**config.mk**
```make
export PLATFORM = sky130hd
export DESIGN_NAME = axi_req_arbiter
export DESIGN_NICKNAME = d
export VERILOG_FILES = /design/src/rtl/axi_req_arbiter.sv
export SDC_FILE = /design/constraint.sdc
export NUM_CORES = 1
export LEC_CHECK = 0
export CORE_AREA = 3 3 160 162
export CTS_CLUSTER_SIZE = 28
export DETAILED_ROUTE_END_ITERATION = 16
export DIE_AREA = 0 0 163 165
export GPL_ROUTABILITY_DRIVEN = 0
export SLEW_MARGIN = 25
export SYNTH_ARGS = -nofsm -noshare
export SYNTH_HDL_FRONTEND = slang
export SYNTH_SLANG_ARGS = --single-unit
```
**constraint.sdc**
```tcl
create_clock -name aclk -period 1.5 [get_ports aclk]
set_input_delay 0.3 -clock aclk [delete_from_list [all_inputs] [get_ports aclk]]
set_output_delay 0.3 -clock aclk [all_outputs]
set_load 0.1 [all_outputs]
```
**src/rtl/axi_req_arbiter.sv**
```systemverilog
// N-port request/acknowledge to single-outstanding AXI3 master bridge with burst reads.
// Define ARB_ROUND_ROBIN_EN for round-robin arbitration; otherwise fixed priority (port 0 highest).
module axi_req_arbiter #(
  parameter int N_PORTS = 2,
  parameter int ID_W    = 4
) (
  input  logic                   aclk,
  input  logic                   aresetn,
  input  logic [N_PORTS-1:0]     req_valid,
  output logic [N_PORTS-1:0]     req_ready,
  input  logic [N_PORTS-1:0]     req_wen,
  input  logic [N_PORTS*32-1:0]  req_addr,
  input  logic [N_PORTS*3-1:0]   req_size,
  input  logic [N_PORTS*8-1:0]   req_len,
  input  logic [N_PORTS*32-1:0]  req_wdata,
  input  logic [N_PORTS*4-1:0]   req_wstrb,
  output logic [N_PORTS-1:0]     resp_valid,
  output logic                   resp_last,
  output logic                   resp_err,
  output logic [31:0]            resp_rdata,
  output logic [ID_W-1:0]        arid,
  output logic [31:0]            araddr,
  output logic [7:0]             arlen,
  output logic [2:0]             arsize,
  output logic [1:0]             arburst,
  output logic [1:0]             arlock,
  output logic [3:0]             arcache,
  output logic [2:0]             arprot,
  output logic                   arvalid,
  input  logic                   arready,
  input  logic [ID_W-1:0]        rid,
  input  logic [31:0]            rdata,
  input  logic [1:0]             rresp,
  input  logic                   rlast,
  input  logic                   rvalid,
  output logic                   rready,
  output logic [ID_W-1:0]        awid,
  output logic [31:0]            awaddr,
  output logic [7:0]             awlen,
  output logic [2:0]             awsize,
  output logic [1:0]             awburst,
  output logic [1:0]             awlock,
  output logic [3:0]             awcache,
  output logic [2:0]             awprot,
  output logic                   awvalid,
  input  logic                   awready,
  output logic [ID_W-1:0]        wid,
  output logic [31:0]            wdata,
  output logic [3:0]             wstrb,
  output logic                   wlast,
  output logic                   wvalid,
  input  logic                   wready,
  input  logic [ID_W-1:0]        bid,
  input  logic [1:0]             bresp,
  input  logic                   bvalid,
  output logic                   bready
);

  localparam int GW = (N_PORTS > 1) ? $clog2(N_PORTS) : 1;

  typedef enum logic [2:0] {IDLE, RADDR, RDATA, WRITE, WRESP} state_t;

  state_t               r_state;
  logic [GW-1:0]        r_grant;
  logic [31:0]          r_addr;
  logic [2:0]           r_size;
  logic [7:0]           r_len;
  logic [31:0]          r_wdata;
  logic [3:0]           r_wstrb;
  logic                 r_arvalid;
  logic                 r_awvalid;
  logic                 r_wvalid;
  logic [N_PORTS-1:0]   r_respValid;
  logic                 r_respLast;
  logic                 r_respErr;
  logic [31:0]          r_respRdata;
  logic [GW-1:0]        w_winner;
  logic                 w_accept;
  logic                 w_unused;

  assign w_accept  = (r_state == IDLE) && (|req_valid);
  assign req_ready = w_accept ? (N_PORTS'(1) << w_winner) : '0;

`ifdef ARB_ROUND_ROBIN_EN
  logic [GW-1:0] r_lastGrant;

  // Descending scan so the port closest after the last grant is assigned last and wins.
  always_comb begin
    w_winner = '0;
    for (int k = N_PORTS - 1; k >= 0; k--) begin
      if (req_valid[(int'(r_lastGrant) + 1 + k) % N_PORTS])
        w_winner = GW'((int'(r_lastGrant) + 1 + k) % N_PORTS);
    end
  end

  always_ff @(posedge aclk) begin
    if (!aresetn)
      r_lastGrant <= '0;
    else if (w_accept)
      r_lastGrant <= w_winner;
  end
`else
  always_comb begin
    w_winner = '0;
    for (int k = N_PORTS - 1; k >= 0; k--) begin
      if (req_valid[k])
        w_winner = GW'(k);
    end
  end
`endif

  always_ff @(posedge aclk) begin
    if (!aresetn) begin
      r_state     <= IDLE;
      r_grant     <= '0;
      r_addr      <= '0;
      r_size      <= '0;
      r_len       <= '0;
      r_wdata     <= '0;
      r_wstrb     <= '0;
      r_arvalid   <= 1'b0;
      r_awvalid   <= 1'b0;
      r_wvalid    <= 1'b0;
      r_respValid <= '0;
      r_respLast  <= 1'b0;
      r_respErr   <= 1'b0;
      r_respRdata <= '0;
    end else begin
      r_respValid <= '0;
      case (r_state)
        IDLE: begin
          if (w_accept) begin
            r_grant <= w_winner;
            r_addr  <= req_addr[w_winner*32 +: 32];
            r_size  <= req_size[w_winner*3 +: 3];
            r_len   <= req_len[w_winner*8 +: 8];
            r_wdata <= req_wdata[w_winner*32 +: 32];
            r_wstrb <= req_wstrb[w_winner*4 +: 4];
            if (req_wen[w_winner]) begin
              r_awvalid <= 1'b1;
              r_wvalid  <= 1'b1;
              r_state   <= WRITE;
            end else begin
              r_arvalid <= 1'b1;
              r_state   <= RADDR;
            end
          end
        end
        RADDR: begin
          if (arready) begin
            r_arvalid <= 1'b0;
            r_state   <= RDATA;
          end
        end
        RDATA: begin
          if (rvalid) begin
            r_respValid <= N_PORTS'(1) << r_grant;
            r_respRdata <= rdata;
            r_respErr   <= (rresp != 2'b00);
            r_respLast  <= rlast;
            if (rlast)
              r_state <= IDLE;
          end
        end
        // The AW and W valids double as the done flags, so either order or both at once works.
        WRITE: begin
          if (awready)
            r_awvalid <= 1'b0;
          if (wready)
            r_wvalid <= 1'b0;
          if ((!r_awvalid || awready) && (!r_wvalid || wready))
            r_state <= WRESP;
        end
        WRESP: begin
          if (bvalid) begin
            r_respValid <= N_PORTS'(1) << r_grant;
            r_respErr   <= (bresp != 2'b00);
            r_respLast  <= 1'b1;
            r_state     <= IDLE;
          end
        end
        default: r_state <= IDLE;
      endcase
    end
  end

  assign arid    = ID_W'(r_grant);
  assign araddr  = r_addr;
  assign arlen   = r_len;
  assign arsize  = r_size;
  assign arburst = (r_len != 8'd0) ? 2'd2 : 2'd1;
  assign arlock  = 2'b00;
  assign arcache = 4'b0000;
  assign arprot  = 3'b000;
  assign arvalid = r_arvalid;
  assign rready  = (r_state == RDATA);

  assign awid    = ID_W'(r_grant);
  assign awaddr  = r_addr;
  assign awlen   = 8'd0;
  assign awsize  = r_size;
  assign awburst = 2'd1;
  assign awlock  = 2'b00;
  assign awcache = 4'b0000;
  assign awprot  = 3'b000;
  assign awvalid = r_awvalid;
  assign wid     = ID_W'(r_grant);
  assign wdata   = r_wdata;
  assign wstrb   = r_wstrb;
  assign wlast   = 1'b1;
  assign wvalid  = r_wvalid;
  assign bready  = (r_state == WRESP);

  assign resp_valid = r_respValid;
  assign resp_last  = r_respLast;
  assign resp_err   = r_respErr;
  assign resp_rdata = r_respRdata;

  // Response IDs are deliberately ignored; only one transaction is ever in flight.
  assign w_unused = ^{rid, bid};

endmodule

```
==> results.cfg <==
[synthesis]
yosys_warnings = 0
seq_area_frac_synth_pct = 42.7
ys_ff_latch = 122
synth_cell_type_count = 37
synth_area_per_cell_um2 = 8.93
synth_cells = 641
syn-cell-area_um2 = 5720

[worst_setup_path]
critical_path_class = reg -> out
ff2ff_path_depth = 7
endpoint_kind = primary output
arrival_ns = 1.48
startpoint_type = register
cp_num_buf_inv = 2
cp_slowest_cell = dfxtp_4
reg2reg_to = araddr[23]
cp.required_ns = 1.20
r2r_start = r_state[2]
r2r_setup_slack_ns = -0.01
crit_path_max_incr_delay_ns = 0.35
cp_top_family = simple AND/OR/NAND/NOR gates
critical_path.max_fanout = 2
cp_cell_sequence = nor4_4 > nand2_4 > clkinvlp_4 > buf_12

[cts]
cts-root-buf = clkbuf_16
clk_latency_ns = 0.42
cts_buffers = 17
postCtsHoldBufs = 0
cts-htree-levels = 4
path_clk_slew_ns = 0.06
cts_buffer_depth = 2
cts_tree = yes
cts.sinks = 122

[drt]
firstDrtPassIters = 4
drc = 0
drtIter0Drc = 224
num_vias = 6008
avgViaCountPerCell = 4.50
wl_per_cell_um = 18.4
routed_wirelength_um = 24600
ant_nets = 0

[grt]
grt_pass1_vias = 5964
antenna_found_initial = 0
grt_pass1_wl_um = 33800
overflow = 0
grt_max_degree = 80
grt_usage_pct = 16.2

[place]
dpl_cell_area_um2 = 11300
dp_cells = 1277
hpwl_um = 17500
io_buffer_count = 367

[die]
io_pins = 414
fp-row-count = 57
die_area_um2 = 26900
start_util_pct = 23.6
fp.dieW_um = 163
core-area_um2 = 24200
fp.dieH_um = 165

[min_path]
hp-start = aresetn
whs_endpoint = wdata[14]
hold_depth = 3
min_path_type = in -> reg

[pwr]
swShare_pct = 46.6
power.density_nw_per_um2 = 1500
clkPwrFrac_pct = 21.7
pwr-share-seq_pct = 23.5
p_total_mw = 18.5
ir_drop_v = 0.000798
power_leakage_nw = 5.47
net-switching-power_mw = 8.62
intPower_mw = 9.88
power_frac_comb_pct = 54.8

[sta]
finalCritPeriodShare_pct = 118
postLayoutSetupSlackWorst_ns = -0.277
finalHoldViolCount = 0
report.final.slew_viol_count = 0
setup_viol = 7
max_freq_mhz = 563
clock_skew_ns = 0.0179
post-route-min-period_ns = 1.78
fin_tns_setup_ns = -1.33
grt_setup_unrepaired = yes

[layout]
fin_cells = 1334
fin_area_um2 = 12300
final_common_cell = clkdlybuf4s50_1
finalNetCount = 1211
area_delta_synth_final_pct = 116
antenna_cells = 0
finish.utilization_pct = 50.9
final_cell_mix = clkdlybuf4s50_1 (203), buf_12 (176), nand2_1 (135)
drive_gt1_share_pct = 33.3
fillers = 2195

[status]
run_status = complete, but fails checks
violations = negative setup slack

[run]
cap_violations = 0
-- sequential cells by signal, summed over array words and instances (netlist names), 2 cells and up --
register / cells
wstrb: 4
arlen: 8
araddr: 32
r_state: 3
wdata: 32
resp_valid: 2
resp_rdata: 32
arsize: 3
-- layer usage --
metal	up-vias	routed length, um	track usage, %
li1	2881	-	-
met1	2876	9780	18.5
met2	232	12600	28.8
met3	19	1840	5.49
met4	0	384	4.84
met5	-	0	0
-- timing repair --
action / 4_1_cts / 5_1_grt
endpoints found under the hold margin: 0 / 0
cloned: 1 / 10
setup endpoints to repair: 11 / 80
pin swaps: 5 / 15
resized for setup: 14 / 40
setup buffers: 4 / 10
-- power by group through the flow --
stage / Combinational (mW) / Clock, mW / Sequential [mW]
global route: 10.4 / 4.28 / 4.40
finish: 10.1 / 4.01 / 4.35
global placement: 9.51 / 0 / 4.41
detailed placement: 9.53 / 0 / 4.42
CTS: 9.67 / 4.15 / 4.36
floorplan: 3.29 / 0 / 7.04
-- cell usage after synthesis --
cell      count  share of area (%)
o22ai_1      71                7.8
a21boi_0     35                4.6
and2_4        1               0.15
nand2_1     140                9.2
nor3b_2       1               0.22
and3_1       12                1.3
nor4_1        2               0.22
buf_6         3               0.59
dfxtp_1     122                 43
nor3b_1       2               0.26
and2_1        4               0.44
o211a_1      69                 12
or3_1         1               0.11
o21ai_1       1              0.087
nor2_1        3               0.20
nor2b_4       1               0.24
o22a_1        1               0.15
a21o_1        2               0.26
nor3_4        1               0.28
nand2b_1      4               0.44
mux2_1        1               0.20
o21a_1        2               0.26
nor3_1        2               0.17
conb_1        2               0.13
buf_4        78                 10
inv_1         4               0.26
a221o_1       9                1.6
buf_2        30                2.6
inv_2         1              0.066
o31ai_1       2               0.26
a21oi_1       2               0.17
a21bo_2       1               0.17
and4bb_2      1               0.22
o31ai_2       1               0.22
o21ai_0       6               0.52
clkbuf_1     21                1.4
nand3b_1      2               0.26
-- stage by stage --
step | setup slack (ns) | hold WS (ns)
detailed placement | -0.454 | 0.481
CTS | -0.308 | 0.380
finish | -0.277 | 0.359
floorplan | -0.525 | 0.438
global route | -0.338 | 0.344
global placement | -0.433 | 0.475
-- final cells by class --
cell class / count / area (um^2) / share of cell area, %
flip-flops and latches: 122 / 2520 / 20.5
inverters: 5 / 22.5 / 0.183
multi-input cells: 419 / 2680 / 21.7
clock buffers: 17 / 425 / 3.45
repair buffers: 432 / 6140 / 49.8
well taps: 324 / 405 / 3.29
clock inverters: 15 / 141 / 1.15
-- kinds of logic (layout without fill, tap and decap cells) --
group,count (synthesis),after routing,synth area share [%]
AO/OA/AOI/OAI,202,202,28.1
AND/OR/NAND/NOR,177,178,13.7
buffers and inverters,137,469,15.2
flip-flops,122,122,42.7
other,2,38,0.131
multiplexers,1,1,0.197
-- worst min-delay path: stages --
cell	delay [ns]
buf_4	0.14
and2_4	0.17
a221o_1	0.13
-- how the worst max path moves through the flow --
stage                 startpoint    endpoint  cells after the start
finish                  arlen[4]  arburst[0]                      4
CTS                     arlen[7]  arburst[0]                      4
global route            arlen[4]  arburst[0]                      4
detailed placement  req_valid[0]    arlen[7]                      7
floorplan             r_state[1]   resp_last                      6
global placement    req_valid[0]    arlen[7]                      7
(Power assumes the default switching activity.)
